[src/rtl/xpr_array_ctrl.sv]
// Sequencer for an array of XPR entropy slices: repeated quiet/settle/sample evaluations with per-slice majority vote.
// Optional XPR_ARRAY_STABILITY_MASK_EN adds resp_unstable, flagging slices whose votes were not unanimous.
module xpr_array_ctrl #(
  parameter int N_SLICES      = 8,
  parameter int N_REPEAT      = 5,
  parameter int SETTLE_CYCLES = 16
) (
  input  logic                  clock,
  input  logic                  reset,
  input  logic                  req_valid,
  output logic                  req_ready,
  input  logic [2*N_SLICES-1:0] challenge,
  output logic                  resp_valid,
  input  logic                  resp_ready,
  output logic [N_SLICES-1:0]   resp_data,
`ifdef XPR_ARRAY_STABILITY_MASK_EN
  output logic [N_SLICES-1:0]   resp_unstable,
`endif
  output logic                  slice_ir,
  output logic [N_SLICES-1:0]   slice_i1,
  output logic [N_SLICES-1:0]   slice_i2,
  input  logic [N_SLICES-1:0]   slice_out1,
  input  logic [N_SLICES-1:0]   slice_out2
);

  // state  | meaning
  // IDLE   | waiting for a challenge, req_ready high
  // QUIET  | 2 cycles, slices held low
  // SETTLE | SETTLE_CYCLES cycles, slices released
  // SAMPLE | 1 cycle, synchronised XOR folded into votes
  // DONE   | response presented until consumed
  localparam logic [2:0] IDLE   = 3'd0;
  localparam logic [2:0] QUIET  = 3'd1;
  localparam logic [2:0] SETTLE = 3'd2;
  localparam logic [2:0] SAMPLE = 3'd3;
  localparam logic [2:0] DONE   = 3'd4;

  localparam int VW = $clog2(N_REPEAT + 1);

  logic [2:0]          state;
  logic [7:0]          timer;
  logic [VW-1:0]       eval_cnt;
  logic [VW-1:0]       vote [N_SLICES];
  logic [N_SLICES-1:0] s1_a, s1_b, s2_a, s2_b;
  logic [N_SLICES-1:0] raw, maj;

  always_ff @(posedge clock or posedge reset) begin
    if (reset) begin
      s1_a <= '0;
      s1_b <= '0;
      s2_a <= '0;
      s2_b <= '0;
    end else begin
      s1_a <= slice_out1;
      s1_b <= s1_a;
      s2_a <= slice_out2;
      s2_b <= s2_a;
    end
  end

  assign raw       = s1_b ^ s2_b;
  assign req_ready = (state == IDLE);

  always_comb begin
    maj = '0;
    for (int i = 0; i < N_SLICES; i++)
      maj[i] = (vote[i] > VW'(N_REPEAT / 2));
  end

`ifdef XPR_ARRAY_STABILITY_MASK_EN
  logic [N_SLICES-1:0] unst;
  always_comb begin
    unst = '0;
    for (int i = 0; i < N_SLICES; i++)
      unst[i] = (vote[i] != '0) && (vote[i] != VW'(N_REPEAT));
  end
`endif

  always_ff @(posedge clock or posedge reset) begin
    if (reset) begin
      state      <= IDLE;
      timer      <= '0;
      eval_cnt   <= '0;
      slice_ir   <= 1'b0;
      slice_i1   <= '0;
      slice_i2   <= '0;
      resp_valid <= 1'b0;
      resp_data  <= '0;
`ifdef XPR_ARRAY_STABILITY_MASK_EN
      resp_unstable <= '0;
`endif
      for (int i = 0; i < N_SLICES; i++) vote[i] <= '0;
    end else begin
      case (state)
        IDLE: begin
          if (req_valid) begin
            for (int i = 0; i < N_SLICES; i++) begin
              slice_i1[i] <= challenge[2*i];
              slice_i2[i] <= challenge[2*i+1];
            end
            timer <= 8'd1;
            state <= QUIET;
          end
        end
        QUIET: begin
          if (timer == 8'd0) begin
            timer    <= 8'(SETTLE_CYCLES - 1);
            slice_ir <= 1'b1;
            state    <= SETTLE;
          end else begin
            timer <= timer - 8'd1;
          end
        end
        SETTLE: begin
          if (timer == 8'd0) state <= SAMPLE;
          else               timer <= timer - 8'd1;
        end
        SAMPLE: begin
          for (int i = 0; i < N_SLICES; i++) vote[i] <= vote[i] + VW'(raw[i]);
          slice_ir <= 1'b0;
          if (eval_cnt == VW'(N_REPEAT - 1)) begin
            eval_cnt <= '0;
            state    <= DONE;
          end else begin
            eval_cnt <= eval_cnt + 1'b1;
            timer    <= 8'd1;
            state    <= QUIET;
          end
        end
        DONE: begin
          // Votes include the last sample only from here, so the response registers one cycle in.
          if (!resp_valid) begin
            resp_valid <= 1'b1;
            resp_data  <= maj;
`ifdef XPR_ARRAY_STABILITY_MASK_EN
            resp_unstable <= unst;
`endif
          end else if (resp_ready) begin
            resp_valid <= 1'b0;
            state      <= IDLE;
            for (int i = 0; i < N_SLICES; i++) vote[i] <= '0;
          end
        end
        default: state <= IDLE;
      endcase
    end
  end

endmodule
[config.mk]
export PLATFORM = sky130hd
export DESIGN_NAME = xpr_array_ctrl
export DESIGN_NICKNAME = d
export VERILOG_FILES = /design/src/rtl/xpr_array_ctrl.sv
export SDC_FILE = /design/constraint.sdc
export NUM_CORES = 1
export LEC_CHECK = 0
export ABC_AREA = 0
export CAP_MARGIN = 20
export CORE_MARGIN = 1.5
export CORE_UTILIZATION = 57
export CTS_BUF_LIST = sky130_fd_sc_hd__clkbuf_16
export CTS_CLUSTER_SIZE = 14
export DETAILED_ROUTE_END_ITERATION = 16
export GPL_TIMING_DRIVEN = 0
export PLACE_DENSITY = 0.9
export SLEW_MARGIN = 20
export SYNTH_ARGS = -nofsm -noshare
export SYNTH_HDL_FRONTEND = slang
export SYNTH_SLANG_ARGS = --single-unit
export TNS_END_PERCENT = 1
[constraint.sdc]
create_clock -name clock -period 6.9 [get_ports clock]
set_input_delay 1.38 -clock clock [delete_from_list [all_inputs] [get_ports clock]]
set_output_delay 1.38 -clock clock [all_outputs]
set_load 0.02 [all_outputs]
==> impl_results.md <==
- Startpoint of the tightest hold check path: s2_a[3]$_DFF_PP0_
- Worst setup path category: register to output pin
- Highest clock rate: 311.6 MHz
- Largest delay share family, worst path: buffers and inverters
- Area Growth Syn to Fin: 26.46%
- Standard cell core area: 6719 um^2
- Detail-routed via count per cell: 5.535
- Design internal power: 1.330 mW
- Grt ovf: 0
- Count leader, synth: sky130_fd_sc_hd__dfrtp_1
- Fraction of post-synthesis cell area in the top cell type by area: 61.20%
- Combinational fraction of design power: 34.2%
- Total routing usage reported by global routing: 22.11%
- Final worst-path cycle share: 46.51%
- Initial core utilization: 58.42%
- Avg Inst Size Synth: 11.75 um^2
- Nets: 463
- Routed Antenna Nets: 0
- Post-CTS Hold Fix Bufs: 0
- Clk_lat worst skew: 340 ps
- Detailed Route Iter0 Violations: 153
- Biggest fanout along the worst timing path: 10
- Clock period minus worst slack: 3209 ps
- Clock tree root buffer cell: sky130_fd_sc_hd__clkbuf_16
- Pleak: 2.194 nW
- Buffers plus inverters on the worst setup path: 2
- Number of diodes: 0
- Number of enable-type register cells in the synthesized netlist: 0
- Seq pwr share: 41.5%
- Maximum clock insertion buffer count: 2
- Clock Skew: 10.58 ps
- CP required: 5520 ps
- Min-delay worst type: register to register
- CP startpoint kind: register
- Total standard cell area after synthesis: 3925 um^2
- Fin. Hold Viols: 0
- Commonest register cell after synthesis: sky130_fd_sc_hd__dfrtp_1
- Top area cells in the synthesized netlist: sky130_fd_sc_hd__dfrtp_1 61%, sky130_fd_sc_hd__ha_1 6.1%, sky130_fd_sc_hd__nand2_1 4.8%
- Synth cell types: 40
- Critical Path Start: state[0]$_DFFE_PP0P_
- Reg2reg end: vote[0]$_DFFE_PP0P_
- Post-cts repair resize count: 0
- Hold Path Depth: 0
- Hpwl dp: 5.140 mm
- Worst Path Arrival: 1830 ps
- Final Max Slew Viols: 0
- Max Cap Viol: 0
- Detail-routed net length per standard cell: 15.43 um
- Pre-antenna DRT Iters: 4
- Routed wire length: 7.605 mm
- CTS Buf Count: 9
- R2r startpoint: state[0]$_DFFE_PP0P_
- Die height: 85.98 um
- Core occupancy in the finished layout: 73.87%
- Headroom to the max-slew limit: 58.71%
- DRC violation count after routing: 0
- Sequential fraction of the synthesis area: 61.20%
- Worst reg2reg path depth: 5
- Worst stage delay on the critical path: 670 ps
- Number of failing setup endpoints in the final timing report: 0
- Setup repair after global routing missed its margin: false
- Via count of the first global-routing pass: 2798
- Switch share: 34.41%
- Clock Power Share: 24.3%
- Proportion of synthesized flip-flops having asynchronous set or reset: 100.0%
- Endpoint with the worst hold slack: s2_b[3]$_DFF_PP0_
- Critical Path Sink Type: output pin
- Measured slew at the worst slew-check pin: 619.3 ps
- Library cell with the largest summed area after synthesis: sky130_fd_sc_hd__dfrtp_1
- Detailed-route via count: 2729
- RD Place Congestion: 0.8318
- Share of post-route cells with drive strength above 1: 12.11%
- Gate count after technology mapping: 334
- Die outline area: 7393 um^2
- Clock slew at reported path FFs: 70 ps
- Synthesized flop and latch total: 96
- Top-Level Pins: 63
- Num rows: 30
- Number of antenna violations at the first check in global routing: 0
- Net Count, Synth: 389
- Post-CTS setup buffers: 0
- Slowest-stage cell, CP: sky130_fd_sc_hd__clkdlybuf4s50_1
- Count of input and output buffers: 62
- Clock tree from TritonCTS: yes
- Yosys synthesis warning count: 0
- Setup TNS: 0 ps
- Reported net switching power: 0.6977 mW
- Width of the chip: 85.98 um
- IR drop worst, VDD: 0.2169 mV
- Clock sink count: 96
- Commonest cells in the netlist: 96 x sky130_fd_sc_hd__dfrtp_1, 50 x sky130_fd_sc_hd__nand2_1, 25 x sky130_fd_sc_hd__a21oi_1
- Count of filler cells inserted in the layout: 427
- Number of H-tree levels: 3
- Wire length of the first global-routing pass: 12.50 mm
- Critical path cell sequence: buf_4 > nor3_1 > clkdlybuf4s50_1
- Outcome: finished clean
- Pin count of the biggest net entering global routing: 52
- Total power density per cell area: 408.5 nW/um^2
- FF-to-FF setup slack: 4900 ps
-- final cells by class --
class	count	area [um^2]	area share, %
buffer	14	77.57	1.563
multi-input combinational	217	1419	28.59
clock inverter	7	70.07	1.412
sequential	96	2402	48.40
timing repair buffer	63	640.6	12.91
inverter	7	28.78	0.5798
tap	80	100.1	2.017
clock buffer	9	225.2	4.537
-- worst register-to-register path: stages (launching register included) --
cell,delay (ps)
sky130_fd_sc_hd__dfrtp_1,370
sky130_fd_sc_hd__buf_4,160
sky130_fd_sc_hd__or3b_1,450
sky130_fd_sc_hd__nor2b_1,430
sky130_fd_sc_hd__buf_2,340
sky130_fd_sc_hd__o21ai_0,130
-- registers in the layout (all words and copies together), names as in the netlist, 8 cells and up --
register / count
s1_a: 8
slice_i2: 8
s2_a: 8
timer: 8
slice_i1: 8
vote: 24
resp_data: 8
s1_b: 8
s2_b: 8
-- cells by family after synthesis --
group | synth area share (%)
flip-flops | 61.20
adder cells (fa/ha/maj) | 6.057
AO/OA/AOI/OAI | 9.500
XOR/XNOR | 3.793
multiplexers | 4.845
buffers and inverters | 2.646
AND/OR/NAND/NOR | 11.95
-- cells in the final DEF, fill, tap and decap left out, drive strengths merged, types with 2 or more instances in the layout --
master         netlist  layout
nor3                 7       7
nand2b               2       2
clkdlybuf4s50        0      62
clkinvlp             0       2
buf                 10      11
a21oi               25      25
mux2                16      16
or3b                 3       3
o21ai               24      24
clkbuf               4      13
nor2                19      19
a211oi               3       3
ha                  19      19
and2                 2       2
inv                  7      10
nor2b                2       2
or3                  2       2
o31ai                8       8
xor2                16      16
or2                  3       3
nand2               50      50
dfrtp               96      96
or4                  6       6
-- worst max path at each step --
stage | cells after the start | slack, ps | endpoint
final | 3 | 3690 | req_ready
after detailed placement | 6 | 3800 | timer[3]$_DFFE_PP0P_
after floorplan | 1 | 3010 | eval_cnt[0]$_DFFE_PP0N_
after global routing | 3 | 3690 | req_ready
after global placement | 2 | 1800 | s1_b[7]$_DFF_PP0_
after CTS | 3 | 3720 | req_ready
-- metal layers --
layer / vias to the layer above / track usage, % / wire, um / part of all wire, %
li1: 1294 / - / - / -
met1: 1342 / 28.28 / 3220 / 42
met2: 78 / 36.51 / 3908 / 51
met3: 15 / 4.042 / 306 / 4.0
met4: 0 / 11.00 / 169 / 2.2
met5: - / 0 / 0 / 0
-- per-stage QoR --
stage | area (um^2) | setup slack (ps) | instances | hold slack [ps] | power (mW)
finish | 4964 | 3691 | 493 | 347.1 | 2.028
global route | 4964 | 3694 | 493 | 352.9 | 2.147
CTS | 4964 | 3717 | 493 | 348.7 | 2.033
detailed placement | 4668 | 3801 | 477 | 334.7 | 1.535
global placement | 4646 | 1796 | 476 | 333.0 | 1.482
floorplan | 3925 | 3015 | 334 | 331.2 | 1.278
-- power by group through the flow --
stage | registers [mW] | logic, mW | clock network [mW]
floorplan | 0.885 | 0.393 | 0
global placement | 0.834 | 0.648 | 0
detailed placement | 0.848 | 0.687 | 0
CTS | 0.840 | 0.697 | 0.496
global route | 0.859 | 0.768 | 0.521
finish | 0.842 | 0.694 | 0.492
Power figures use the tool's default switching activity.
